### config.mk
export PLATFORM = sky130hd
export DESIGN_NAME = qif_neuron_scheduler
export DESIGN_NICKNAME = d
export VERILOG_FILES = /design/src/rtl/qif_neuron_scheduler.sv
export SDC_FILE = /design/constraint.sdc
export NUM_CORES = 1
export LEC_CHECK = 0
export ABC_CLOCK_PERIOD_IN_PS = 13300
export CORE_ASPECT_RATIO = 1.1
export CORE_MARGIN = 2
export CORE_UTILIZATION = 33
export CTS_CLUSTER_DIAMETER = 50
export CTS_CLUSTER_SIZE = 28
export DETAILED_ROUTE_END_ITERATION = 8
export DONT_BUFFER_PORTS = 1
export GPL_ROUTABILITY_DRIVEN = 0
export GPL_TIMING_DRIVEN = 0
export HOLD_SLACK_MARGIN = 0.05
export PLACE_DENSITY = 0.53
export SLEW_MARGIN = 20
export SYNTH_ARGS = -nofsm -noshare
export SYNTH_HDL_FRONTEND = slang
export SYNTH_SLANG_ARGS = --single-unit
export TNS_END_PERCENT = 100
### constraint.sdc
create_clock -name clk -period 13.3 [get_ports clk]
set_input_delay 2.66 -clock clk [delete_from_list [all_inputs] [get_ports clk]]
set_output_delay 2.66 -clock clk [all_outputs]
set_load 0.005 [all_outputs]
### src/rtl/qif_neuron_scheduler.sv
// Time-multiplexed QIF membrane update over N_NEURONS neurons, one sweep per tick.
// Optional refractory hold per neuron: define QIF_SCHED_REFRACTORY_EN.
module qif_neuron_scheduler #(
    parameter int                N_NEURONS     = 4,
    parameter logic signed [7:0] V_RESET       = -8'sd20,
    parameter logic signed [7:0] V_PEAK        = 8'sd50,
    parameter int                REFRAC_SWEEPS = 2
) (
    input  logic                           clk,
    input  logic                           rst_n,
    input  logic                           tick,
    input  logic [8*N_NEURONS-1:0]         b_vec,
    input  logic [$clog2(N_NEURONS)-1:0]   rd_idx,
    output logic signed [7:0]              rd_v,
    output logic [N_NEURONS-1:0]           spike_vec,
    output logic                           done,
    output logic                           busy,
    output logic                           overrun
);

    localparam int IDX_W = $clog2(N_NEURONS);
    localparam logic [IDX_W-1:0] LAST_IDX = IDX_W'(N_NEURONS - 1);

    if (N_NEURONS < 2 || N_NEURONS > 16 || REFRAC_SWEEPS < 1) begin : g_bad_param
        $error("qif_neuron_scheduler: parameter out of range");
    end

    typedef enum logic [2:0] {S_IDLE, S_FETCH, S_CALC, S_WB, S_DONE} state_t;

    state_t                state, state_nxt;
    logic [IDX_W-1:0]      idx;
    logic signed [7:0]     v_mem [N_NEURONS];
    logic signed [7:0]     b_lat [N_NEURONS];
    logic signed [7:0]     v_r, b_r, nxt_r;
    logic [N_NEURONS-1:0]  spike_acc;

    logic signed [7:0]     q, bq, calc_next;
    logic signed [15:0]    q16, bq16, v16, sum16;
    logic                  spike_now, hold_now;

    // State register; the reset input is active-high despite its name.
    always_ff @(posedge clk or posedge rst_n) begin
        if (rst_n) state <= S_IDLE;
        else       state <= state_nxt;
    end

    always_comb begin
        // NOTE: default first so every path assigns state_nxt and no latch is inferred.
        state_nxt = state;
        case (state)
            S_IDLE:  if (tick) state_nxt = S_FETCH;
            S_FETCH: state_nxt = S_CALC;
            S_CALC:  state_nxt = S_WB;
            S_WB:    state_nxt = (idx == LAST_IDX) ? S_DONE : S_FETCH;
            S_DONE:  state_nxt = S_IDLE;
            default: state_nxt = S_IDLE;
        endcase
    end

    always_comb begin
        busy = (state != S_IDLE);
        done = (state == S_DONE);
    end

    // q*q*bq never exceeds 8192 in magnitude, so 16 bits hold V plus the increment.
    always_comb begin
        q     = v_r / 8'sd8;
        bq    = b_r / 8'sd4;
        q16   = {{8{q[7]}}, q};
        bq16  = {{8{bq[7]}}, bq};
        v16   = {{8{v_r[7]}}, v_r};
        sum16 = v16 + q16 * q16 * bq16;
        spike_now = (v_r >= V_PEAK) && !hold_now;
        if (hold_now || spike_now) calc_next = V_RESET;
        else if (sum16 > 16'sd127) calc_next = 8'sd127;
        else if (sum16 < -16'sd128) calc_next = -8'sd128;
        else calc_next = sum16[7:0];
    end

`ifdef QIF_SCHED_REFRACTORY_EN
    localparam int RW = $clog2(REFRAC_SWEEPS + 1);
    logic [RW-1:0] refrac [N_NEURONS];
    logic          hold_r;

    assign hold_now = (refrac[idx] != '0);

    // Counter loads on the spike sweep and only counts down on later held sweeps.
    always_ff @(posedge clk or posedge rst_n) begin
        if (rst_n) begin
            hold_r <= 1'b0;
            for (int i = 0; i < N_NEURONS; i++) refrac[i] <= '0;
        end else begin
            if (state == S_CALC) begin
                hold_r <= hold_now;
                if (spike_now) refrac[idx] <= RW'(REFRAC_SWEEPS);
            end
            if (state == S_WB && hold_r) refrac[idx] <= refrac[idx] - 1'b1;
        end
    end
`else
    assign hold_now = 1'b0;
`endif

    always_ff @(posedge clk or posedge rst_n) begin
        if (rst_n) begin
            idx       <= '0;
            v_r       <= V_RESET;
            b_r       <= '0;
            nxt_r     <= V_RESET;
            spike_acc <= '0;
            spike_vec <= '0;
            overrun   <= 1'b0;
            rd_v      <= V_RESET;
            // NOTE: the state array is small and must come up at V_RESET, so it is
            // reset like ordinary flops rather than left as an uninitialised RAM.
            for (int i = 0; i < N_NEURONS; i++) begin
                v_mem[i] <= V_RESET;
                b_lat[i] <= '0;
            end
        end else begin
            // NOTE: non-blocking throughout, so every branch sees pre-edge values.
            if (tick && state != S_IDLE) overrun <= 1'b1;
            case (state)
                S_IDLE: if (tick) begin
                    for (int i = 0; i < N_NEURONS; i++) b_lat[i] <= b_vec[8*i +: 8];
                    spike_acc <= '0;
                    idx       <= '0;
                end
                S_FETCH: begin
                    v_r <= v_mem[idx];
                    b_r <= b_lat[idx];
                end
                S_CALC: begin
                    nxt_r <= calc_next;
                    if (spike_now) spike_acc[idx] <= 1'b1;
                end
                S_WB: begin
                    v_mem[idx] <= nxt_r;
                    if (idx != LAST_IDX) idx <= idx + 1'b1;
                end
                S_DONE: spike_vec <= spike_acc;
                default: ;
            endcase
            rd_v <= (32'(rd_idx) < N_NEURONS) ? v_mem[rd_idx] : 8'sd0;
        end
    end

endmodule
==> summary.txt, run 1 <==
Timing
  • Final worst slack: about 1900 ps
  • Clock Skew: approximately 12 ps
  • Final setup fails: 0
  • Max Freq: 0.0877 GHz
  • Setup TNS: 0 ps
  • Tcrit/Tclk final: 85.8%
  • Slew headroom: 32.8%
  • Worst-margin pin slew: approximately 1000 ps
  • Final hold slack: 486 ps
  • Unrepaired setup endpoints after global routing: no
  • Pins Over Slew Limit: 0
  • Period minus WS final: 11410 ps
  • Final Hold Fails: 0

Min path
  • Hold Path Class: reg -> reg

Worst setup path
  • Max incr delay on CP: between 500 and 600 ps
  • Worst Path Max Fanout: 13
  • Worst path slowest cell: dfstp_2
  • Buffer and inverter count on the worst path: 3
  • Worst setup path startpoint: v_r[7]
  • Setup CP Type: reg -> reg
  • R2r worst-path depth: 34
  • WP data arrival: ~12000 ps
  • Worst EP required: 13590 ps
  • Stages on worst setup path: 34
  • Startpoint Class: register
  • Worst setup path end: nxt_r[2]
  • Most common cell on crit path: fa_1
  • Reg2Reg Capture Point: nxt_r[2]
  • Reg2Reg Launch Point: v_r[7]
  • R2R Setup Slk: between 1500 and 2000 ps
  • CP delay by family, top: adder cells
  • CP endpoint kind: register

Synthesis
  • Xor and xnor area share after synthesis: between 4 and 5%
  • Avg Cell Area, Syn: 11.0 um2
  • Post-synth top area cell: fa_1
  • Adder-cell share of the synthesized area: a little under a third
  • Ranking of synthesized cells by area: fa_1 22%, dfrtp_1 18%, ha_1 9.3%
  • Synth Cell Area: around 0.01 mm2
  • Mux contribution to synthesized area: between 10% and 20%
  • Largest family of logic cells by synthesized area: adder cells
  • Post-synthesis async set-or-reset flop share: 100%
  • Top_reg_cell synth: dfrtp_1
  • Syn_nets: about 1200
  • Sequential share of the synthesized area: a little over a quarter
  • Seq cells post-synth: between 100 and 150
  • Share of the synthesized area in the top cell type: between 20% and 30%
  • Simple-Gate Fraction of Synth Area: 10.1%
  • Compound-cell area share of the yosys netlist: under 10%
  • EDFF count, synth: 0
  • Ys Warns: 0
  • Cells after Synth: around 930
  • Post-synth cell types: 63

Finish
  • Area delta synth->final: 8.44%
  • Nets: about 1200
  • Most frequent cells in the layout: 146 x inv_1, 113 x fa_1, 80 x nand2_1
  • Finished layout cell area: ~0.011 mm2
  • Ant. Diodes: 0
  • Most common cell after layout, fill and taps aside: inv_1
  • Layout cells sized above 1: between 10% and 20%
  • Filler cells: ~3100

Routing
  • WL final: roughly 22 mm
  • Wire per inst: 16.0 um
  • Antenna Nets Post-Route: 0
  • Vias per cell: ~4.8
  • 1st-pass router iterations: 4
  • DRC Markers: 0
  • DR vias: 6500
  • Initial drt markers: 200

Floorplan
  • Die area: roughly 0.032 mm2
  • Starting Density: about a third
  • Die W: 172 um
  • Row Count: 67
  • DIE HEIGHT: about 190 um
  • Total core area: between 0.03 and 0.04 mm2
  • # IOs: between 50 and 60

CTS
  • Clock sink count: between 100 and 150
  • Root buffer cell: clkbuf_16
  • Clk Latency, worst-skew pair: roughly 350 ps
  • Clock slew at reported path FFs: around 80 ps
  • H-tree depth: 3
  • Setup Buffers After CTS: 0
  • Post-CTS Hold Buffers: 0
  • Clock buffer depth: 2
  • Number of buffers created by CTS: 9
  • Gates resized, CTS repair: 0
  • CTS tree: built

Global routing
  • GRT overflow: 0
  • First-pass GRT wire length: about 37 mm
  • GRT Util Overall: between 10% and 20%
  • Antenna violations before repair: 0
  • Largest net degree at the start of global routing: 78
  • Vias in the first global route: 7195

Run
  • Maximum Capacitance Violations: 0

Placed design
  • Post-DP Area: 0.0108 mm2
  • DP Worst Slack: between 1500 and 2000 ps
  • Dpl hpwl: 17.6 mm
  • I/O Buffers: 0

Outcome
  • Status: finished, final reports clean
## state kept, by name, indices dropped and copies added (netlist names)
register   flops
b_lat         32
nxt_r          8
spike_vec      4
idx            2
overrun        1
v_mem         32
rd_v           8
v_r            8
spike_acc      4
state          3
b_r            8
## layout make-up
class	instances	area, um2	area share [%]
well taps	414	518	4.67
plain buffers	24	108	0.971
flip-flops and latches	110	2800	25.2
repair buffers	1	27.5	0.248
multi-input cells	651	6760	61.0
inverters	147	557	5.02
clock inverters	7	86.3	0.779
clock buffers	9	225	2.03
## cell families after synthesis
group,count (synthesis)
buf+inv,171
simple gates,220
flops,110
xor+xnor,47
compound gates,91
mux,104
fa+ha+maj,189
## layer usage
| layer | GRT usage (%) | vias to the layer above | wire length [um] |
|---|---|---|---|
| met3 | 2.42 | 21 | 847 |
| met1 | 19.2 | 3319 | 9920 |
| met5 | 0 | - | 0 |
| met4 | 3.23 | 0 | 317 |
| li1 | - | 3069 | - |
| met2 | 24.9 | 91 | 10700 |
## stage by stage
stage / instances / utilization (%)
global placement: 1346 / 35.2
global route: 1363 / 36.3
detailed placement: 1347 / 35.3
floorplan: 932 / -
finish: 1363 / 36.3
CTS: 1363 / 36.3
## cells in the mapped netlist (all sizes together) (2+ instances only)
master,count
inv,147
a21o,8
o21a,7
o21bai,5
nand3,12
or3,4
or4,2
o21ai,21
a311oi,2
a21boi,3
a22o,2
dfrtp,75
nor2b,5
xor2,12
a211oi,3
a32o,3
fa,113
mux2i,2
o311ai,2
nand2b,9
o22a,5
a21oi,22
and2,28
nand2,81
and3,6
clkbuf,21
nor3b,2
nand4,4
mux4,24
ha,76
xnor2,34
buf,3
nor2,57
mux2,78
nor3,6
dfstp,35
## how the worst min path moves through the flow
stage / start / end / cells past startpoint
2_1_floorplan: overrun / overrun / 1
4_1_cts: overrun / overrun / 1
6_report: overrun / overrun / 1
3_5_place_dp: overrun / overrun / 1
5_1_grt: overrun / overrun / 1
3_3_place_gp: overrun / overrun / 1
Power of run 1 is not shown: default switching activity piles up to over one toggle a cycle in this logic, so the estimate is an artifact.
==> inputs of run 2 (changes only) <==
BUFFER_PORTS_ARGS = -buffer_cell sky130_fd_sc_hd__buf_2   (was not set)
CORE_ASPECT_RATIO = 0.75   (was 1.1)
CTS_BUF_LIST = sky130_fd_sc_hd__clkbuf_16   (was not set)
DONT_BUFFER_PORTS = not set   (was 1)
PLACE_DENSITY = 0.54   (was 0.53)
==> run 2 against run 1 <==
Die area barely moved. Cell count rose by 2.5%. Sequential share of layout area fell by 0.44 points. Register-to-register slack barely moved. Largest cell class unchanged. Highest routed layer unchanged.
==> summary.txt, run 2 (synthesis results as in run 1) <==
Floorplan
  • Starting Density: 33.7%
  • # IOs: between 50 and 60
  • Die area: roughly 0.032 mm2
  • Die W: between 200 and 250 um
  • Row Count: 55
  • Total core area: 0.0303 mm2
  • DIE HEIGHT: 156 um

Finish
  • Area delta synth->final: 10.4%
  • Most common cell after layout, fill and taps aside: inv_1
  • Most frequent cells in the layout: 146 x inv_1, 113 x fa_1, 80 x nand2_1
  • Ant. Diodes: 0
  • Layout cells sized above 1: 22.3%
  • Nets: approximately 1200
  • Biggest regs: b_lat (32), v_mem (32)
  • Filler cells: 3050

Worst setup path
  • WP data arrival: about 12000 ps
  • Worst path slowest cell: a31oi_1
  • Worst EP required: between 10000 and 15000 ps
  • Worst Path Max Fanout: 13
  • Startpoint Class: register
  • Most common cell on crit path: fa_1
  • Max incr delay on CP: 640 ps
  • CP delay by family, top: adder cells
  • Buffer and inverter count on the worst path: 5
  • CP endpoint kind: register
  • Setup CP Type: reg -> reg

Routing
  • Initial drt markers: around 410
  • 1st-pass router iterations: 5
  • Antenna Nets Post-Route: 0
  • Vias per cell: 4.78
  • Wire per inst: between 15 and 20 um
  • DR vias: roughly 6700
  • WL final: between 20 and 25 mm
  • DRC Markers: 0

Placed design
  • Dpl hpwl: 18.0 mm
  • DP Worst Slack: 1980 ps
  • I/O Buffers: slightly below 50

Timing
  • Max Freq: 0.0877 GHz
  • Tcrit/Tclk final: a little under nine tenths
  • Period minus WS final: 11400 ps
  • Pins Over Slew Limit: 0
  • Worst-margin pin slew: 1060 ps
  • Unrepaired setup endpoints after global routing: no
  • Setup TNS: 0 ps
  • Final Hold Fails: 0
  • Final setup fails: 0
  • Clock Skew: ~8.1 ps
  • Final worst slack: about 1900 ps
  • Slew headroom: between 20% and 30%

CTS
  • Post-CTS Hold Buffers: 0
  • Clock buffer depth: 2
  • Setup Buffers After CTS: 0
  • Clock sink count: 110
  • Clock slew at reported path FFs: roughly 80 ps
  • CTS tree: built
  • H-tree depth: 3
  • Clk Latency, worst-skew pair: about 360 ps
  • Number of buffers created by CTS: 9
  • Root buffer cell: clkbuf_16
  • Gates resized, CTS repair: 0

Outcome
  • Status: finished, final reports clean

Global routing
  • GRT overflow: 0
  • GRT Util Overall: 14.9%
  • Largest net degree at the start of global routing: 63
  • Vias in the first global route: approximately 7000
  • Antenna violations before repair: 0
  • First-pass GRT wire length: approximately 38 mm

Min path
  • Hold Path Class: reg -> reg

Run
  • Maximum Capacitance Violations: 0
run 2: layer usage:
metal | GRT usage, % | wire [um] | vias up
met1 | 23.7 | 12000 | 3384
met4 | 1.87 | 110 | 0
met3 | 2.97 | 839 | 15
met5 | 0 | 0 | -
met2 | 21.2 | 9310 | 94
li1 | - | - | 3184
run 2: layout make-up:
type	count	area, um2	share of cell area (%)
plain buffers	24	109	0.965
clock buffers	9	225	2.00
clock inverters	7	55.1	0.488
inverters	147	557	4.94
multi-input cells	651	6760	60.0
flip-flops and latches	110	2800	24.8
well taps	399	499	4.43
repair buffers	50	273	2.42
run 2: path summary, 6_finish.rpt:
path	from	end	slack [ps]	depth (start not counted)
worst min-delay path	overrun	overrun	460	1
worst max register to register	v_r[7]	nxt_r[4]	1900	37
worst min register to register	overrun	overrun	460	1
min in group asynchronous	rst_n	b_lat[27]	2330	2
worst max-delay path	v_r[7]	nxt_r[4]	1900	37
max in group asynchronous	rst_n	v_mem[10]	10230	3
run 2: per-stage QoR:
step | util, % | cells | area, um2 | hold slack, ps
after floorplan | - | 932 | 10200 | 451
after global placement | 36.1 | 1380 | 11000 | 434
after detailed placement | 36.2 | 1381 | 11000 | 444
after CTS | 37.2 | 1397 | 11300 | 462
after global routing | 37.2 | 1397 | 11300 | 505
final | 37.2 | 1397 | 11300 | 459
Power of run 2 is left out for the same reason.
==> inputs of run 3 (changes only) <==
PLACE_DENSITY = 0.52   (was 0.54)
==> run 3 against run 2 <==
Register-to-register slack gained 30 ps. Worst hold slack got worse by 6.6 ps. Critical path depth unchanged. Sequential share of layout area barely moved. Global-route usage fell by 0.17 points. Critical path type unchanged.
==> summary.txt, run 3 (synthesis results as in run 1) <==
Outcome
  • Status: finished, final reports clean

Floorplan
  • Die W: 207 um
  • Row Count: 55
  • # IOs: 52
  • Die area: about 0.032 mm2
  • Starting Density: 33.7%
  • Total core area: around 0.030 mm2
  • DIE HEIGHT: 156 um

Worst setup path
  • Most common cell on crit path: fa_1
  • Worst Path Max Fanout: 13
  • Reg2Reg Launch Point: v_r[7]
  • Worst EP required: about 14000 ps
  • CP endpoint kind: register
  • Max incr delay on CP: a little over 600 ps
  • WP data arrival: approximately 12000 ps
  • R2r worst-path depth: 37
  • Setup CP Type: reg -> reg
  • Worst setup path startpoint: v_r[7]
  • Worst path slowest cell: fa_1
  • Startpoint Class: register

Routing
  • 1st-pass router iterations: 4
  • WL final: ~22 mm
  • Initial drt markers: about 370
  • Vias per cell: 4.80
  • DRC Markers: 0
  • Wire per inst: between 15 and 20 um
  • DR vias: between 6000 and 7000
  • Antenna Nets Post-Route: 0

Placed design
  • I/O Buffers: 49
  • Cells after DPL: approximately 1400
  • Dpl hpwl: roughly 18 mm
  • Post-DP Area: roughly 0.011 mm2

Finish
  • Ant. Diodes: 0
  • Finished layout cell area: ~0.011 mm2
  • Register cell area after layout: roughly 0.0028 mm2
  • Most common cell after layout, fill and taps aside: inv_1
  • Area occupied by multi-input gates: between 0.006 and 0.007 mm2
  • Nets: around 1200
  • Most frequent cells in the layout: 146 x inv_1, 113 x fa_1, 80 x nand2_1
  • Layout cells sized above 1: around 22%
  • Non-Filler Instances: about 1400
  • Area delta synth->final: 10.5%
  • Filler cells: 3000
  • Biggest regs: b_lat (32), v_mem (32)

Timing
  • Pins Over Slew Limit: 0
  • Slew headroom: between 20% and 30%
  • Final setup fails: 0
  • Unrepaired setup endpoints after global routing: no
  • Clock Skew: 7.58 ps
  • Max Freq: slightly below 0.09 GHz
  • Setup TNS: 0 ps
  • Final Hold Fails: 0
  • Tcrit/Tclk final: between 80% and 90%
  • Worst-margin pin slew: between 1000 and 1500 ps
  • Period minus WS final: about 11000 ps

Min path
  • Hold wc startpoint: overrun
  • Min-Delay Path Depth: 1
  • Hold Path Class: reg -> reg

Global routing
  • GRT Util Overall: between 10% and 20%
  • Antenna violations before repair: 0
  • GRT overflow: 0
  • Largest net degree at the start of global routing: 78
  • First-pass GRT wire length: ~38 mm
  • Vias in the first global route: just under 7000

CTS
  • Clk Latency, worst-skew pair: between 300 and 400 ps
  • Clock slew at reported path FFs: 70 ps
  • Clock buffer depth: 2
  • H-tree depth: 3
  • Post-CTS Hold Buffers: 0
  • Setup Buffers After CTS: 0
  • Gates resized, CTS repair: 0
  • Number of buffers created by CTS: 9
  • CTS tree: built
  • Root buffer cell: clkbuf_16
  • Clock sink count: 110

Run
  • Maximum Capacitance Violations: 0
[run 3: changes by cell type in the layout (fill, tap and decap cells not counted), sizes merged]
cell	before	now
clkinvlp	0	1
inv	150	148
bufinv	0	1
[run 3: final timing paths]
| check | endpoint | slack, ps |
|---|---|---|
| max in group asynchronous | rd_v[6] | 10290 |
| setup reg to reg | nxt_r[4] | 1920 |
| hold / removal | overrun | 450 |
| hold reg to reg | overrun | 450 |
| setup / recovery | nxt_r[4] | 1920 |
| min in group asynchronous | b_lat[12] | 2280 |
[run 3: cell type report]
class / count / area share (%)
multi-input combinational: 651 / 59.9
sequential: 110 / 24.8
inverter: 147 / 4.93
tap: 399 / 4.42
timing repair buffer: 50 / 2.41
clock buffer: 9 / 1.99
buffer: 24 / 0.953
clock inverter: 7 / 0.654
[run 3: metal layers]
layer	GRT usage (%)	share of wire, %	routed length [um]
met1	23.7	55	12300
met2	20.8	41	9160
met3	2.59	3.5	793
met4	2.14	0.79	178
met5	0	0	0
[run 3: worst max-delay path, delay by kind of cell (launching register included)]
kind	cells	cell delay [ps]
fa+ha+maj	13	5130
compound gates	10	2360
simple gates	8	2000
buf+inv	5	630
flops	1	570
xor+xnor	1	550
[run 3: per-stage QoR]
stage / setup slack, ps / util [%] / hold WS (ps)
5_1_grt: 1230 / 37.2 / 489
3_5_place_dp: 1930 / 36.2 / 440
4_1_cts: 1870 / 37.2 / 455
3_3_place_gp: 1920 / 36.1 / 436
6_report: 1920 / 37.2 / 452
2_1_floorplan: 3430 / - / 451
Power of run 3 is left out for the same reason.
